$ cat config.mk
export PLATFORM = sky130hd
export DESIGN_NAME = mem_access_unit
export DESIGN_NICKNAME = d
export VERILOG_FILES = /design/src/rtl/mem_access_unit.sv
export SDC_FILE = /design/constraint.sdc
export NUM_CORES = 1
export LEC_CHECK = 0
export ABC_CLOCK_PERIOD_IN_PS = 2900
export CAP_MARGIN = 20
export CORE_AREA = 2 2 92 94
export DETAILED_ROUTE_END_ITERATION = 12
export DIE_AREA = 0 0 94 96
export PLACE_DENSITY = 0.75
export SLEW_MARGIN = 40
export SYNTH_ARGS = -nofsm -noshare
export SYNTH_HDL_FRONTEND = slang
export SYNTH_SLANG_ARGS = --single-unit
export TNS_END_PERCENT = 5
$ cat constraint.sdc
create_clock -name clk -period 2.9 [get_ports clk]
set_input_delay 0.58 -clock clk [delete_from_list [all_inputs] [get_ports clk]]
set_output_delay 0.58 -clock clk [all_outputs]
set_load 0.02 [all_outputs]
$ cat src/rtl/mem_access_unit.sv
//------------------------------------------------------------------------------
// mem_access_unit: memory-stage load/store controller for a word-addressed
// sync-read RAM; byte stores use read-modify-write. Optional misaligned
// halfword trap enabled by defining MAU_MISALIGN_TRAP_EN.
// Revision: 1.0 - initial release
//------------------------------------------------------------------------------
`default_nettype none

module mem_access_unit #(
  parameter int AWIDTH = 8,
  parameter int DWIDTH = 16
) (
  input  logic              clk,
  input  logic              rst,
  input  logic              i_req_valid,
  output logic              o_req_ready,
  input  logic              i_we,
  input  logic              i_size,
  input  logic              i_unsigned,
  input  logic [AWIDTH:0]   i_addr,
  input  logic [DWIDTH-1:0] i_wdata,
  output logic              o_resp_valid,
  output logic [DWIDTH-1:0] o_rdata,
  output logic              o_ram_rd,
  output logic              o_ram_wr,
  output logic [AWIDTH-1:0] o_ram_raddr,
  output logic [AWIDTH-1:0] o_ram_waddr,
  output logic [DWIDTH-1:0] o_ram_wdata,
`ifdef MAU_MISALIGN_TRAP_EN
  output logic              o_err,
`endif
  input  logic [DWIDTH-1:0] i_ram_rdata
);

  localparam int C_BYTE = 8;

  typedef enum logic [2:0] {
    IDLE    = 3'd0,
    LD_RD   = 3'd1,
    LD_CAP  = 3'd2,
    ST_WR   = 3'd3,
    RMW_RD  = 3'd4,
    RMW_MRG = 3'd5,
    RMW_WR  = 3'd6,
    RESP    = 3'd7
  } state_t;

  state_t              state_q, state_d;
  logic                size_q, size_d;
  logic                unsigned_q, unsigned_d;
  logic                lane_q, lane_d;
  logic [AWIDTH-1:0]   word_q, word_d;
  logic [C_BYTE-1:0]   byte_q, byte_d;
  logic                rd_q, rd_d;
  logic                wr_q, wr_d;
  logic [AWIDTH-1:0]   raddr_q, raddr_d;
  logic [AWIDTH-1:0]   waddr_q, waddr_d;
  logic [DWIDTH-1:0]   ramwdata_q, ramwdata_d;
  logic                resp_q, resp_d;
  logic [DWIDTH-1:0]   rdata_q, rdata_d;
`ifdef MAU_MISALIGN_TRAP_EN
  logic                err_q, err_d;
`endif

  logic [C_BYTE-1:0]   w_lane_byte;
  logic [DWIDTH-1:0]   w_load_ext;
  logic [DWIDTH-1:0]   w_merged;
  logic                w_misalign;

  assign w_lane_byte = lane_q ? i_ram_rdata[DWIDTH-1:C_BYTE] : i_ram_rdata[C_BYTE-1:0];
  assign w_load_ext  = size_q     ? i_ram_rdata :
                       unsigned_q ? {{(DWIDTH-C_BYTE){1'b0}}, w_lane_byte} :
                                    {{(DWIDTH-C_BYTE){w_lane_byte[C_BYTE-1]}}, w_lane_byte};
  assign w_merged    = lane_q ? {byte_q, i_ram_rdata[C_BYTE-1:0]}
                              : {i_ram_rdata[DWIDTH-1:C_BYTE], byte_q};

`ifdef MAU_MISALIGN_TRAP_EN
  assign w_misalign = i_size & i_addr[0];
`else
  assign w_misalign = 1'b0;
`endif

  assign o_req_ready = (state_q == IDLE);

  always_comb begin
    state_d    = state_q;
    size_d     = size_q;
    unsigned_d = unsigned_q;
    lane_d     = lane_q;
    word_d     = word_q;
    byte_d     = byte_q;
    rd_d       = 1'b0;
    wr_d       = 1'b0;
    raddr_d    = raddr_q;
    waddr_d    = waddr_q;
    ramwdata_d = ramwdata_q;
    resp_d     = 1'b0;
    rdata_d    = rdata_q;
`ifdef MAU_MISALIGN_TRAP_EN
    err_d      = 1'b0;
`endif
    // Strobes are registered, so each is raised on the edge entering its state.
    case (state_q)
      IDLE: begin
        if (i_req_valid) begin
          size_d     = i_size;
          unsigned_d = i_unsigned;
          lane_d     = i_addr[0];
          word_d     = i_addr[AWIDTH:1];
          byte_d     = i_wdata[C_BYTE-1:0];
          if (w_misalign) begin
            state_d = RESP;
            resp_d  = 1'b1;
`ifdef MAU_MISALIGN_TRAP_EN
            err_d   = 1'b1;
`endif
          end else if (i_we && i_size) begin
            state_d    = ST_WR;
            wr_d       = 1'b1;
            waddr_d    = i_addr[AWIDTH:1];
            ramwdata_d = i_wdata;
          end else begin
            state_d = i_we ? RMW_RD : LD_RD;
            rd_d    = 1'b1;
            raddr_d = i_addr[AWIDTH:1];
          end
        end
      end
      LD_RD:   state_d = LD_CAP;
      LD_CAP: begin
        rdata_d = w_load_ext;
        resp_d  = 1'b1;
        state_d = RESP;
      end
      ST_WR: begin
        resp_d  = 1'b1;
        state_d = RESP;
      end
      RMW_RD:  state_d = RMW_MRG;
      RMW_MRG: begin
        ramwdata_d = w_merged;
        waddr_d    = word_q;
        wr_d       = 1'b1;
        state_d    = RMW_WR;
      end
      RMW_WR: begin
        resp_d  = 1'b1;
        state_d = RESP;
      end
      RESP:    state_d = IDLE;
      default: state_d = IDLE;
    endcase
  end

  always_ff @(posedge clk or negedge rst) begin
    if (!rst) begin
      state_q    <= IDLE;
      size_q     <= 1'b0;
      unsigned_q <= 1'b0;
      lane_q     <= 1'b0;
      word_q     <= '0;
      byte_q     <= '0;
      rd_q       <= 1'b0;
      wr_q       <= 1'b0;
      raddr_q    <= '0;
      waddr_q    <= '0;
      ramwdata_q <= '0;
      resp_q     <= 1'b0;
      rdata_q    <= '0;
`ifdef MAU_MISALIGN_TRAP_EN
      err_q      <= 1'b0;
`endif
    end else begin
      state_q    <= state_d;
      size_q     <= size_d;
      unsigned_q <= unsigned_d;
      lane_q     <= lane_d;
      word_q     <= word_d;
      byte_q     <= byte_d;
      rd_q       <= rd_d;
      wr_q       <= wr_d;
      raddr_q    <= raddr_d;
      waddr_q    <= waddr_d;
      ramwdata_q <= ramwdata_d;
      resp_q     <= resp_d;
      rdata_q    <= rdata_d;
`ifdef MAU_MISALIGN_TRAP_EN
      err_q      <= err_d;
`endif
    end
  end

  assign o_resp_valid = resp_q;
  assign o_rdata      = rdata_q;
  assign o_ram_rd     = rd_q;
  assign o_ram_wr     = wr_q;
  assign o_ram_raddr  = raddr_q;
  assign o_ram_waddr  = waddr_q;
  assign o_ram_wdata  = ramwdata_q;
`ifdef MAU_MISALIGN_TRAP_EN
  assign o_err        = err_q;
`endif

endmodule

`default_nettype wire
-- Word-level counts from Yosys, hierarchy flattened
Cells that the tools add are included.
- input bits: 47
- logic and storage cells: 51
- output and inout bits: 52
- bits in registers: 73
- eq/ne operators: 9
- bitwise gates (word level): 1
- reductions and logical operators: 7
- mux-type cells: 21
- operator list (kind ; number):
    $mux W16 ; 5
    $pmux W16 S2 ; 1
    $mux W8 ; 3
    $pmux W3 S6 ; 1
    $pmux W8 S2 ; 1
    $eq A3 B3 Y1 const B ; 4
    $mux W3 ; 3
    $eq A3 B2 Y1 const B ; 2
    $mux W1 ; 6
    $reduce_and A3 Y1 ; 2
    $eq A3 B1 Y1 const B ; 1
    $logic_not A3 Y1 ; 1
    $reduce_or A3 Y1 ; 1
    $ne A2 B1 Y1 const B ; 1
    $ne A2 B2 Y1 const B ; 1
    $pmux W1 S2 ; 1
    $reduce_and A2 Y1 ; 1
    $reduce_bool A2 Y1 ; 1
    $logic_and A1 B1 Y1 ; 1
    $not A1 Y1 ; 1

-- Logic depth before layout (Yosys ltp)
- depth in word-level cells: 4
- gate-level depth with buffers: 6
- depth with buffers taken out: 3

-- Worst setup path after synthesis
OpenSTA, ideal clock, no wires.
- kind: input -> register
- start point: input port i_we
- end point: register waddr_q[3] (netlist: o_ram_waddr[3])
- library setup time: 125 ps
- required time: 2775 ps
- path slack: 1186 ps
- path buffers: 1
- data arrival time: 1589 ps
- cell stages on the path: 4
- cell sequence: nand4b_2 -> o31ai_4 -> buf_6 -> mux2_4
- longest elaborated chain between the ends: 3
- ends and longest elaborated chain (item ; RTL line ; text):
    start, declared ; 17 ; input logic i_we,
    $logic_and A1 B1 Y1 ; 117 ; end else if (i_we && i_size) begin
    $ne A2 B1 Y1 (no line) ; - ;
    $reduce_and A3 Y1 (no line) ; - ;
    end signal, assigned ; 183 ; waddr_q <= waddr_d;
    end, declared ; 57 ; logic [AWIDTH-1:0] waddr_q, waddr_d;
No other way between the ends.
A chain may end at the register's enable or synchronous reset.

-- Worst setup path in the final report
- start point: register state_q[2]
- end point: output port o_req_ready
- longest elaborated chain between the ends: 1
- ends and longest elaborated chain (item ; RTL line ; text):
    start, declared ; 48 ; state_t state_q, state_d;
    start signal, assigned ; 174 ; state_q <= state_d;
    $logic_not A3 Y1 ; 83 ; assign o_req_ready = (state_q == IDLE);
    end, declared ; 16 ; output logic o_req_ready,
No other way between the ends.

==> results.py <==
metrics = {
    "run_status": {
        "status": "finished clean",
    },
    "sta": {
        "period_share_pct": 80.4,
        "hold_viol": 0,
        "max_slew_margin_pct": 49.4,
        "period_minus_slack_ns": 2.33,
        "finalClockSkew_ns": 0.00802,
        "tns_ns": 0,
        "drv_slew": 0,
        "grt_setup_unrepaired": "no",
        "max_freq_mhz": 429,
        "worst_pin_slew_ns": 0.760,
        "setup_viol": 0,
    },
    "grt": {
        "grt.total_usage_pct": 18.2,
        "grt_pass1_vias": 2407,
        "grt_overflow_total": 0,
        "antenna_found_initial": 0,
        "grt_pass1_wl_um": 12500,
        "grt_max_degree": 74,
    },
    "clock_tree": {
        "cts_resized": 0,
        "ctsHoldBuffers": 0,
        "clock-sinks": 73,
        "cts_made_buffers": 9,
        "worstSkewPairLatency_ns": 0.34,
        "h-tree-depth": 3,
        "cts_tree": "done",
        "post_cts_buffers": 0,
        "cts.clk_slew.worst_paths_ns": 0.08,
        "cts_buffer_depth": 2,
        "cts-root-buf": "clkbuf_8",
    },
    "power": {
        "p_per_area_mw_per_mm2": 1140,
        "power_leakage_nw": 2.05,
        "p_total_mw": 5.43,
        "ir_worst_vdd_mv": 0.503,
    },
    "yosys": {
        "yosysUniqueCellTypes": 27,
        "synth_top_area_share_pct": 51.6,
        "yosysWarnings": 0,
        "syn-num-nets": 300,
        "yosys-top-cells-area": "dfrtp_1 (52%), mux2_2 (21%), mux2_4 (9.8%)",
        "synthesis.instances": 253,
        "ys_seq_area_share_pct": 51.6,
        "synth-seq-cells": 73,
        "syn-cell-area_mm2": 0.00354,
        "syn_avg_cell_area_um2": 14.0,
        "yosys.area.top_type": "dfrtp_1",
    },
    "finish": {
        "diodes": 0,
        "nets": 395,
        "fill_cells": 664,
        "layout_common_cells": "clkdlybuf4s50_1 (97), dfrtp_1 (73), mux2_2 (67)",
        "area_growth_pct": 35.2,
        "regArea_mm2": 0.00183,
        "fin_cells": 458,
        "multiInputGateArea_mm2": 0.00157,
        "drive_gt1_share_pct": 32.6,
        "layout_commonest_cell": "clkdlybuf4s50_1",
    },
    "die": {
        "rows": 33,
        "die_h_um": 96,
        "dieWidth_um": 94,
        "initial_utilization_pct": 43.9,
        "dieArea_mm2": 0.00902,
        "core_mm2": 0.00805,
        "boundaryPins": 99,
    },
    "drt": {
        "num_vias": 2280,
        "drc": 0,
        "firstDrtPassIters": 4,
        "ant_nets": 0,
        "post_drt_wl_per_cell_um": 16.8,
        "via_per_inst": 4.98,
        "initialDrtViolationCount": 82,
        "wl_um": 7680,
    },
    "worst_setup_path": {
        "cpLargestDelayFamily": "buffers and inverters",
        "required_ns": 2.32,
        "crit_path_end_kind": "output pin",
        "cp_num_buf_inv": 1,
        "critical_path_class": "reg -> out",
        "cp_slowest_cell": "clkdlybuf4s50_1",
        "worstPathCellList": "nor3_1 -> clkdlybuf4s50_1",
        "cp.arrival_ns": 1.75,
        "worstPathMaxFanout": 11,
        "startpoint_type": "register",
        "slowest_delay_ns": 0.63,
    },
    "placed_design": {
        "placement.io_buffers": 98,
        "place_congestion": 0.752,
        "dp.cells": 442,
        "hpwl_um": 5340,
    },
    "run": {
        "maxCapViolations": 0,
    },
    "hold_path": {
        "hold_path_class": "in -> async",
    },
}
[power breakdown]
part           switching (mW)  internal [mW]  leakage (nW)
Clock                   0.373          0.532         0.109
Combinational            1.10           1.50          1.08
Sequential              0.411           1.52         0.861
Total                    1.88           3.55          2.05
[final cells by class]
class | count | area share (%)
clock buffer | 12 | 3.24
clock inverter | 4 | 1.57
inverter | 3 | 0.235
multi-input combinational | 160 | 32.7
sequential | 73 | 38.2
tap | 105 | 2.75
timing repair buffer | 101 | 21.3
[logic make-up after synthesis]
logic type                after synthesis  share of synthesized area [%]
xor gates and xnor gates                1                          0.248
buffers and inverters                  20                           4.21
muxes                                 100                           34.0
DFF                                    73                           51.6
and+or+nand+nor                        36                           5.80
AOI/OAI and AO/OA                      23                           4.14
[cells in the mapped netlist]
cell	count
mux2i_1	9
mux2_2	67
inv_1	3
buf_2	5
nand2_1	9
nor3b_1	1
or3_1	1
nand3b_4	1
and3_1	1
nor2_1	17
clkbuf_1	2
a311oi_1	1
o22ai_1	1
buf_6	8
a21oi_1	12
nand2_4	1
o31ai_4	1
dfrtp_1	73
nor3_1	1
nand4b_2	1
mux2_4	23
a31oi_1	8
nor4b_4	1
nand2b_1	2
buf_4	2
xnor2_1	1
mux2_1	1
[routing by layer]
layer / vias up / GRT usage [%] / part of all wire (%) / wire length (um)
met3: 10 / 4.31 / 4.8 / 370
met1: 1127 / 24.4 / 46 / 3520
met5: - / 0 / 0 / 0
met2: 58 / 29.4 / 48 / 3690
met4: 0 / 6.16 / 1.2 / 95
li1: 1085 / - / - / -
[stage by stage]
step / utilization [%] / worst slack [ns] / hold slack [ns] / cell area (um2)
after global routing: 59.4 / 0.463 / 0.295 / 4780
after detailed placement: 56.6 / 0.604 / 0.481 / 4550
after floorplan: - / 1.19 / 0.284 / 3540
final: 59.4 / 0.570 / 0.245 / 4780
after CTS: 59.4 / 0.548 / 0.275 / 4780
after global placement: 56.5 / 0.646 / 0.480 / 4550
[final timing paths]
path / start / endpoint / slack (ns) / depth (start not counted)
max in group asynchronous: rst / o_ram_waddr[7]$_DFFE_PN0P_ / 2.21 / 1
setup reg to reg: state_q[0]$_DFFE_PN0P_ / o_ram_waddr[0]$_DFFE_PN0P_ / 0.87 / 4
min in group clk: unsigned_q$_DFFE_PN0P_ / unsigned_q$_DFFE_PN0P_ / 0.50 / 1
hold reg to reg: unsigned_q$_DFFE_PN0P_ / unsigned_q$_DFFE_PN0P_ / 0.50 / 1
setup / recovery: state_q[2]$_DFFE_PN0P_ / o_req_ready / 0.57 / 2
hold / removal: rst / o_ram_wdata[9]$_DFFE_PN0P_ / 0.25 / 1
[registers in the layout, indices dropped and copies added, names as in the netlist]
register / count
byte_q: 8
lane_q: 1
o_ram_wr: 1
o_ram_waddr: 8
o_ram_raddr: 8
o_ram_rd: 1
o_resp_valid: 1
state_q: 3
o_rdata: 16
size_q: 1
unsigned_q: 1
o_ram_wdata: 16
word_q: 8
Note: power is estimated with default switching activity, not from simulation.
